==> config.mk <==
export PLATFORM = sky130hd
export DESIGN_NAME = alu_ctrl_decode
export DESIGN_NICKNAME = d
export VERILOG_FILES = /design/src/rtl/alu_ctrl_decode.sv
export SDC_FILE = /design/constraint.sdc
export NUM_CORES = 1
export LEC_CHECK = 0
export ABC_AREA = 1
export ABC_CLOCK_PERIOD_IN_PS = 1800
export BUFFER_PORTS_ARGS = -buffer_cell sky130_fd_sc_hd__buf_4
export CAP_MARGIN = 25
export CELL_PAD_IN_SITES_DETAIL_PLACEMENT = 1
export CELL_PAD_IN_SITES_GLOBAL_PLACEMENT = 1
export CORE_UTILIZATION = 34
export DETAILED_ROUTE_END_ITERATION = 8
export PLACE_DENSITY = 0.77
export SLEW_MARGIN = 5
export SYNTH_ARGS = -nofsm -noshare
export SYNTH_HDL_FRONTEND = slang
export SYNTH_SLANG_ARGS = --single-unit
==> constraint.sdc <==
create_clock -name clk_i -period 1.8 [get_ports clk_i]
set_clock_uncertainty 0.05 [all_clocks]
set_input_delay 0.18 -clock clk_i [delete_from_list [all_inputs] [get_ports clk_i]]
set_output_delay 0.18 -clock clk_i [all_outputs]
set_load 0.005 [all_outputs]
==> src/rtl/alu_ctrl_decode.sv <==
// RV32I decode stage: turns an instruction word into ALU control, immediate and
// register/control flags behind a single valid/ready output register.
module alu_ctrl_decode #(
  parameter int XLEN = 32
) (
  input  logic            clk_i,
  input  logic            rst_i,
  input  logic            flush_i,
  input  logic            in_valid_i,
  output logic            in_ready_o,
  input  logic [31:0]     instr_i,
  input  logic [XLEN-1:0] pc_i,
  output logic            out_valid_o,
  input  logic            out_ready_i,
  output logic [4:0]      aluctrl_o,
  output logic            alusrc_o,
  output logic [XLEN-1:0] imm_o,
  output logic [XLEN-1:0] pc_o,
  output logic [4:0]      rs1_o,
  output logic [4:0]      rs2_o,
  output logic [4:0]      rd_o,
  output logic            regwrite_o,
  output logic            memread_o,
  output logic            memwrite_o,
  output logic            branch_o,
  output logic            jump_o,
  output logic            illegal_o
);

  localparam logic [6:0] OPC_OP     = 7'b0110011;
  localparam logic [6:0] OPC_OPIMM  = 7'b0010011;
  localparam logic [6:0] OPC_LOAD   = 7'b0000011;
  localparam logic [6:0] OPC_STORE  = 7'b0100011;
  localparam logic [6:0] OPC_BRANCH = 7'b1100011;
  localparam logic [6:0] OPC_JAL    = 7'b1101111;
  localparam logic [6:0] OPC_JALR   = 7'b1100111;
  localparam logic [6:0] OPC_LUI    = 7'b0110111;
  localparam logic [6:0] OPC_AUIPC  = 7'b0010111;
  localparam logic [6:0] F7_ALT     = 7'b0100000;

  localparam logic [4:0] ALU_ADDR  = 5'b01010;
  localparam logic [4:0] ALU_JAL   = 5'b11000;
  localparam logic [4:0] ALU_JALR  = 5'b11001;
  localparam logic [4:0] ALU_LUI   = 5'b11010;
  localparam logic [4:0] ALU_AUIPC = 5'b11011;
  localparam logic [4:0] ALU_ILL   = 5'b11111;

  function automatic logic [4:0] alu_op(input logic [2:0] f3, input logic alt);
    case (f3)
      3'b000:  alu_op = alt ? 5'b00000 : 5'b00001;
      3'b001:  alu_op = 5'b00010;
      3'b010:  alu_op = 5'b00011;
      3'b011:  alu_op = 5'b00100;
      3'b100:  alu_op = 5'b00101;
      3'b101:  alu_op = alt ? 5'b00110 : 5'b00111;
      3'b110:  alu_op = 5'b01000;
      default: alu_op = 5'b01001;
    endcase
  endfunction

  function automatic logic [XLEN-1:0] imm_i(input logic [31:0] w);
    imm_i = {{(XLEN-12){w[31]}}, w[31:20]};
  endfunction

  function automatic logic [XLEN-1:0] imm_s(input logic [31:0] w);
    imm_s = {{(XLEN-12){w[31]}}, w[31:25], w[11:7]};
  endfunction

  function automatic logic [XLEN-1:0] imm_b(input logic [31:0] w);
    imm_b = {{(XLEN-13){w[31]}}, w[31], w[7], w[30:25], w[11:8], 1'b0};
  endfunction

  function automatic logic [XLEN-1:0] imm_u(input logic [31:0] w);
    imm_u = {{(XLEN-32){w[31]}}, w[31:12], 12'b0};
  endfunction

  function automatic logic [XLEN-1:0] imm_j(input logic [31:0] w);
    imm_j = {{(XLEN-21){w[31]}}, w[31], w[19:12], w[20], w[30:21], 1'b0};
  endfunction

  logic [6:0] opcode;
  logic [2:0] funct3;
  logic [6:0] funct7;
  logic [4:0] rd_idx;

  assign opcode = instr_i[6:0];
  assign funct3 = instr_i[14:12];
  assign funct7 = instr_i[31:25];
  assign rd_idx = instr_i[11:7];

  logic [4:0]      dec_alu;
  logic            dec_src;
  logic [XLEN-1:0] dec_imm;
  logic            dec_rw, dec_mr, dec_mw, dec_br, dec_jp, dec_ill, wr_rd;

  always_comb begin
    dec_alu = ALU_ILL;
    dec_src = 1'b0;
    dec_imm = '0;
    dec_rw  = 1'b0;
    dec_mr  = 1'b0;
    dec_mw  = 1'b0;
    dec_br  = 1'b0;
    dec_jp  = 1'b0;
    dec_ill = 1'b0;
    wr_rd   = 1'b0;
    case (opcode)
      OPC_OP: begin
        wr_rd = 1'b1;
        if (funct7 == 7'b0 || (funct7 == F7_ALT && (funct3 == 3'b000 || funct3 == 3'b101)))
          dec_alu = alu_op(funct3, funct7[5]);
        else
          dec_ill = 1'b1;
      end
      OPC_OPIMM: begin
        wr_rd   = 1'b1;
        dec_src = 1'b1;
        if (funct3 == 3'b001 || funct3 == 3'b101) begin
          // Shift amount is a zero-extended shamt; imm[11:5] only selects srai.
          dec_imm = {{(XLEN-5){1'b0}}, instr_i[24:20]};
          if (funct7 == 7'b0 || (funct7 == F7_ALT && funct3 == 3'b101))
            dec_alu = alu_op(funct3, funct7[5]);
          else
            dec_ill = 1'b1;
        end else begin
          dec_imm = imm_i(instr_i);
          dec_alu = alu_op(funct3, 1'b0);
        end
      end
      OPC_LOAD: begin
        wr_rd   = 1'b1;
        dec_mr  = 1'b1;
        dec_src = 1'b1;
        dec_imm = imm_i(instr_i);
        dec_alu = ALU_ADDR;
      end
      OPC_STORE: begin
        dec_mw  = 1'b1;
        dec_src = 1'b1;
        dec_imm = imm_s(instr_i);
        dec_alu = ALU_ADDR;
      end
      OPC_BRANCH: begin
        dec_br  = 1'b1;
        dec_imm = imm_b(instr_i);
        case (funct3)
          3'b000:  dec_alu = 5'b10010;
          3'b001:  dec_alu = 5'b10011;
          3'b100:  dec_alu = 5'b10100;
          3'b101:  dec_alu = 5'b10101;
          3'b110:  dec_alu = 5'b10110;
          3'b111:  dec_alu = 5'b10111;
          default: dec_ill = 1'b1;
        endcase
      end
      OPC_JAL: begin
        wr_rd   = 1'b1;
        dec_jp  = 1'b1;
        dec_imm = imm_j(instr_i);
        dec_alu = ALU_JAL;
      end
      OPC_JALR: begin
        wr_rd   = 1'b1;
        dec_jp  = 1'b1;
        dec_src = 1'b1;
        dec_imm = imm_i(instr_i);
        dec_alu = ALU_JALR;
      end
      OPC_LUI: begin
        wr_rd   = 1'b1;
        dec_src = 1'b1;
        dec_imm = imm_u(instr_i);
        dec_alu = ALU_LUI;
      end
      OPC_AUIPC: begin
        wr_rd   = 1'b1;
        dec_src = 1'b1;
        dec_imm = imm_u(instr_i);
        dec_alu = ALU_AUIPC;
      end
      default: dec_ill = 1'b1;
    endcase
    // An illegal encoding must not leave any side-effecting flag behind.
    if (dec_ill) begin
      dec_alu = ALU_ILL;
      dec_mr  = 1'b0;
      dec_mw  = 1'b0;
      dec_br  = 1'b0;
      dec_jp  = 1'b0;
    end
    dec_rw = wr_rd && (rd_idx != 5'd0) && !dec_ill;
  end

  logic            vld_p0;
  logic [4:0]      aluctrl_p0;
  logic            alusrc_p0;
  logic [XLEN-1:0] imm_p0, pc_p0;
  logic [4:0]      rs1_p0, rs2_p0, rd_p0;
  logic            rw_p0, mr_p0, mw_p0, br_p0, jp_p0, ill_p0;
  logic            xfer;

  assign in_ready_o = !vld_p0 || out_ready_i;
  assign xfer       = in_valid_i && in_ready_o;

  // Stage p0: output register, loaded only on an accepted, unflushed transfer.
  always_ff @(posedge clk_i) begin
    if (rst_i) begin
      vld_p0     <= 1'b0;
      aluctrl_p0 <= ALU_ILL;
      alusrc_p0  <= 1'b0;
      imm_p0     <= '0;
      pc_p0      <= '0;
      rs1_p0     <= '0;
      rs2_p0     <= '0;
      rd_p0      <= '0;
      rw_p0      <= 1'b0;
      mr_p0      <= 1'b0;
      mw_p0      <= 1'b0;
      br_p0      <= 1'b0;
      jp_p0      <= 1'b0;
      ill_p0     <= 1'b0;
    end else if (flush_i) begin
      vld_p0 <= 1'b0;
    end else if (xfer) begin
      vld_p0     <= 1'b1;
      aluctrl_p0 <= dec_alu;
      alusrc_p0  <= dec_src;
      imm_p0     <= dec_imm;
      pc_p0      <= pc_i;
      rs1_p0     <= instr_i[19:15];
      rs2_p0     <= instr_i[24:20];
      rd_p0      <= rd_idx;
      rw_p0      <= dec_rw;
      mr_p0      <= dec_mr;
      mw_p0      <= dec_mw;
      br_p0      <= dec_br;
      jp_p0      <= dec_jp;
      ill_p0     <= dec_ill;
    end else if (out_ready_i) begin
      vld_p0 <= 1'b0;
    end
  end

  assign out_valid_o = vld_p0;
  assign aluctrl_o   = aluctrl_p0;
  assign alusrc_o    = alusrc_p0;
  assign imm_o       = imm_p0;
  assign pc_o        = pc_p0;
  assign rs1_o       = rs1_p0;
  assign rs2_o       = rs2_p0;
  assign rd_o        = rd_p0;
  assign regwrite_o  = rw_p0;
  assign memread_o   = mr_p0;
  assign memwrite_o  = mw_p0;
  assign branch_o    = br_p0;
  assign jump_o      = jp_p0;
  assign illegal_o   = ill_p0;

endmodule

==> out/metrics.yaml <==
status: "finished clean"
die_width_microns: 114
power-per-cell-area_nw_per_um2: 811
via_count: 4484
cp.required_ns: 1.99
clk_latency_ns: 0.34
worstPathCellList: "dlygate4sd3_1, buf_4, nor2_1, nand2_2, clkinv_2, buf_4, nand4_1, nor2_1, nor2_1"
portBuffers: 161
cts_resized: 0
initial_core_util_pct: 35.1
critPathMostFrequentCell: "nor2_1"
finalPower_mw: 4.79
min_period_ns: 1.63
cp-start-kind: "input port"
avgViaCountPerCell: 4.89
p_comb_share_pct: 14.1
setup_viol: 0
routabilityCongestion: 0.912
cts_tree: "done"
clock_path_buffers: 2
fin_util_pct: 48.8
cts_setup_buffers: 0
crit_family: "buffers and inverters"
area_delta_synth_final_pct: 38.8
htreeDepth: 3
cts_sinks: 92
seq_power_share_pct: 45.5
wirelength_mm: 14.4
path_max_fanout: 12
synthCells: 595
timing.rr.start: "out_valid_o"
maxCapViolations: 0
grt_use_total_pct: 22.8
switching_share_pct: 24.9
syn_area_sq_um: 4250
intPower_mw: 3.60
p_leak_nw: 2.75
yosys_warnings: 0
clkPwrFrac_pct: 40.4
detail_route.first_pass.iterations: 4
critPathMaxStageDelay_ns: 0.57
critPathCaptureType: "register"
drt_iter0_drc: 184
fin_nets: 813
yosysTopAreaCellShare_pct: 43.3
grt_pass1_wl_mm: 23.1
synth.largest_area_cell: "dfxtp_1"
slew_headroom_pct: 69.9
antenna_found_initial: 0
yosys-top-cells-area: "dfxtp_1 43%, nand2_1 11%, nor2_1 9.9%, o21ai_0 6.8%, a21oi_1 3.9%"
cp.buffers_inverters: 4
cts.clk_slew.worst_paths_ns: 0.06
grt_setup_unrepaired: "no"
antennaDiodeCount: 0
core-area_sq_um: 12100
peakVddDrop_mv: 0.311
tightest_slew_ns: 0.452
syn_nets: 664
slew_viol_final: 0
ys_seq_elements: 92
min_from: "pc_i[8]"
die_h_microns: 114
fin_crit_sh_pct: 90.8
dieArea_sq_um: 13000
crit_start: "flush_i"
finalHoldViolCount: 0
overflow: 0
drive_gt1_share_pct: 34.6
syn_area_per_cell_sq_um: 7.15
hold_class: "input port to register"
grt_pass1_vias: 4634
num_rows: 40
ios: 162
cts_buffers: 9
crit_type: "input port to register"
postRouteAntennaNets: 0
cpMaxStageDelayCell: "dlygate4sd3_1"
drc: 0
wire_per_inst_microns: 15.7
cp.arrival_ns: 1.82
fillers: 1563
reg2reg_setup_slack_ns: 0.24
cts_root_buf: "clkbuf_16"
grt_max_degree: 52
dp_hpwl_mm: 10.9
fmax_ghz: 0.612
yosysSeqAreaShare_pct: 43.3
p_switching_mw: 1.19
fin_tns_setup_ns: 0
ys_types: 27
## area by class of cell
| class | instances | area, sq um | share of cell area [%] |
|---|---|---|---|
| flip-flops and latches | 92 | 1840 | 31.2 |
| inverters | 33 | 125 | 2.12 |
| repair buffers | 173 | 1310 | 22.3 |
| multi-input cells | 435 | 2110 | 35.7 |
| clock inverters | 3 | 45.0 | 0.763 |
| well taps | 168 | 210 | 3.56 |
| clock buffers | 13 | 260 | 4.41 |
## final timing paths
| kind | end | cells after the start |
|---|---|---|
| worst min-delay path | pc_o[8] | 3 |
| worst max-delay path | alusrc_o | 9 |
| worst max register to register | aluctrl_o[2] | 7 |
| worst min register to register | imm_o[15] | 2 |
## registers in the layout, indices dropped and copies added (netlist names), 5 cells and up
signal and count:
imm_o 32, pc_o 32, aluctrl_o 5, rd_o 5, rs1_o 5, rs2_o 5
## synth_stat cells (all sizes together)
library cell and instances:
o22ai 1, a21oi 45, o211ai 2, o21ai 60, nand3b 2, nand3 36, nand4 12, mux2i 1
buf 15, a211oi 4, clkbuf 20, nor2 125, dfxtp 92, nand2 147, inv 33
## layout by cell type, fill, tap and decap left out, drive strengths merged, types with 2 or more instances in the layout
cell      instances
o211ai            2
a211oi            4
dfxtp            92
nand4            12
a21oi            45
buf             172
nor2            125
inv              32
o21ai            60
nand2           147
clkbuf           13
nand3            36
clkinvlp          2
nand3b            2
## cells by family (layout without fill, tap and decap cells)
kind of cell,Yosys count,in the layout,synth area share [%]
and+or+nand+nor,322,322,34.6
muxes,1,1,0.235
AOI/OAI and AO/OA,112,112,14.7
buffers and inverters,68,222,7.21
DFF,92,92,43.3
## power groups by stage
stage	clock (mW)	sequential (mW)	combinational [mW]
after floorplan	0	2.22	0.296
final	1.93	2.18	0.673
after CTS	1.99	2.18	0.683
after global placement	0	2.22	0.654
after detailed placement	0	2.22	0.676
after global routing	2.06	2.19	0.746
## layer usage
metal / track usage (%) / part of all wire (%) / up-vias
met3: 4.25 / 4.9 / 30
met2: 42.7 / 51 / 122
li1: - / - / 2213
met1: 25.3 / 41 / 2119
met5: 0 / 0 / -
met4: 9.52 / 2.7 / 0
## through the flow
step           cell area, sq um  hold slack [ns]  setup slack, ns  cells
2_1_floorplan              4250            0.208            0.449    595
3_3_place_gp               5590            0.307            0.250    900
3_5_place_dp               5590            0.317            0.194    900
4_1_cts                    5900           0.0354            0.134    917
5_1_grt                    5900           0.0482           0.0580    917
6_report                   5900           0.0444            0.165    917
## what timing repair did
item / 4_1_cts / 5_1_grt
hold buffers: 1 / 0
hold endpoints to repair: 1 / 0
setup endpoints to repair: 0 / 0
## worst min-delay path, cell delays in order
cell     delay, ns
buf_4         0.08
o21ai_0       0.07
nor2_1        0.08
Power figures use the tool's default switching activity.
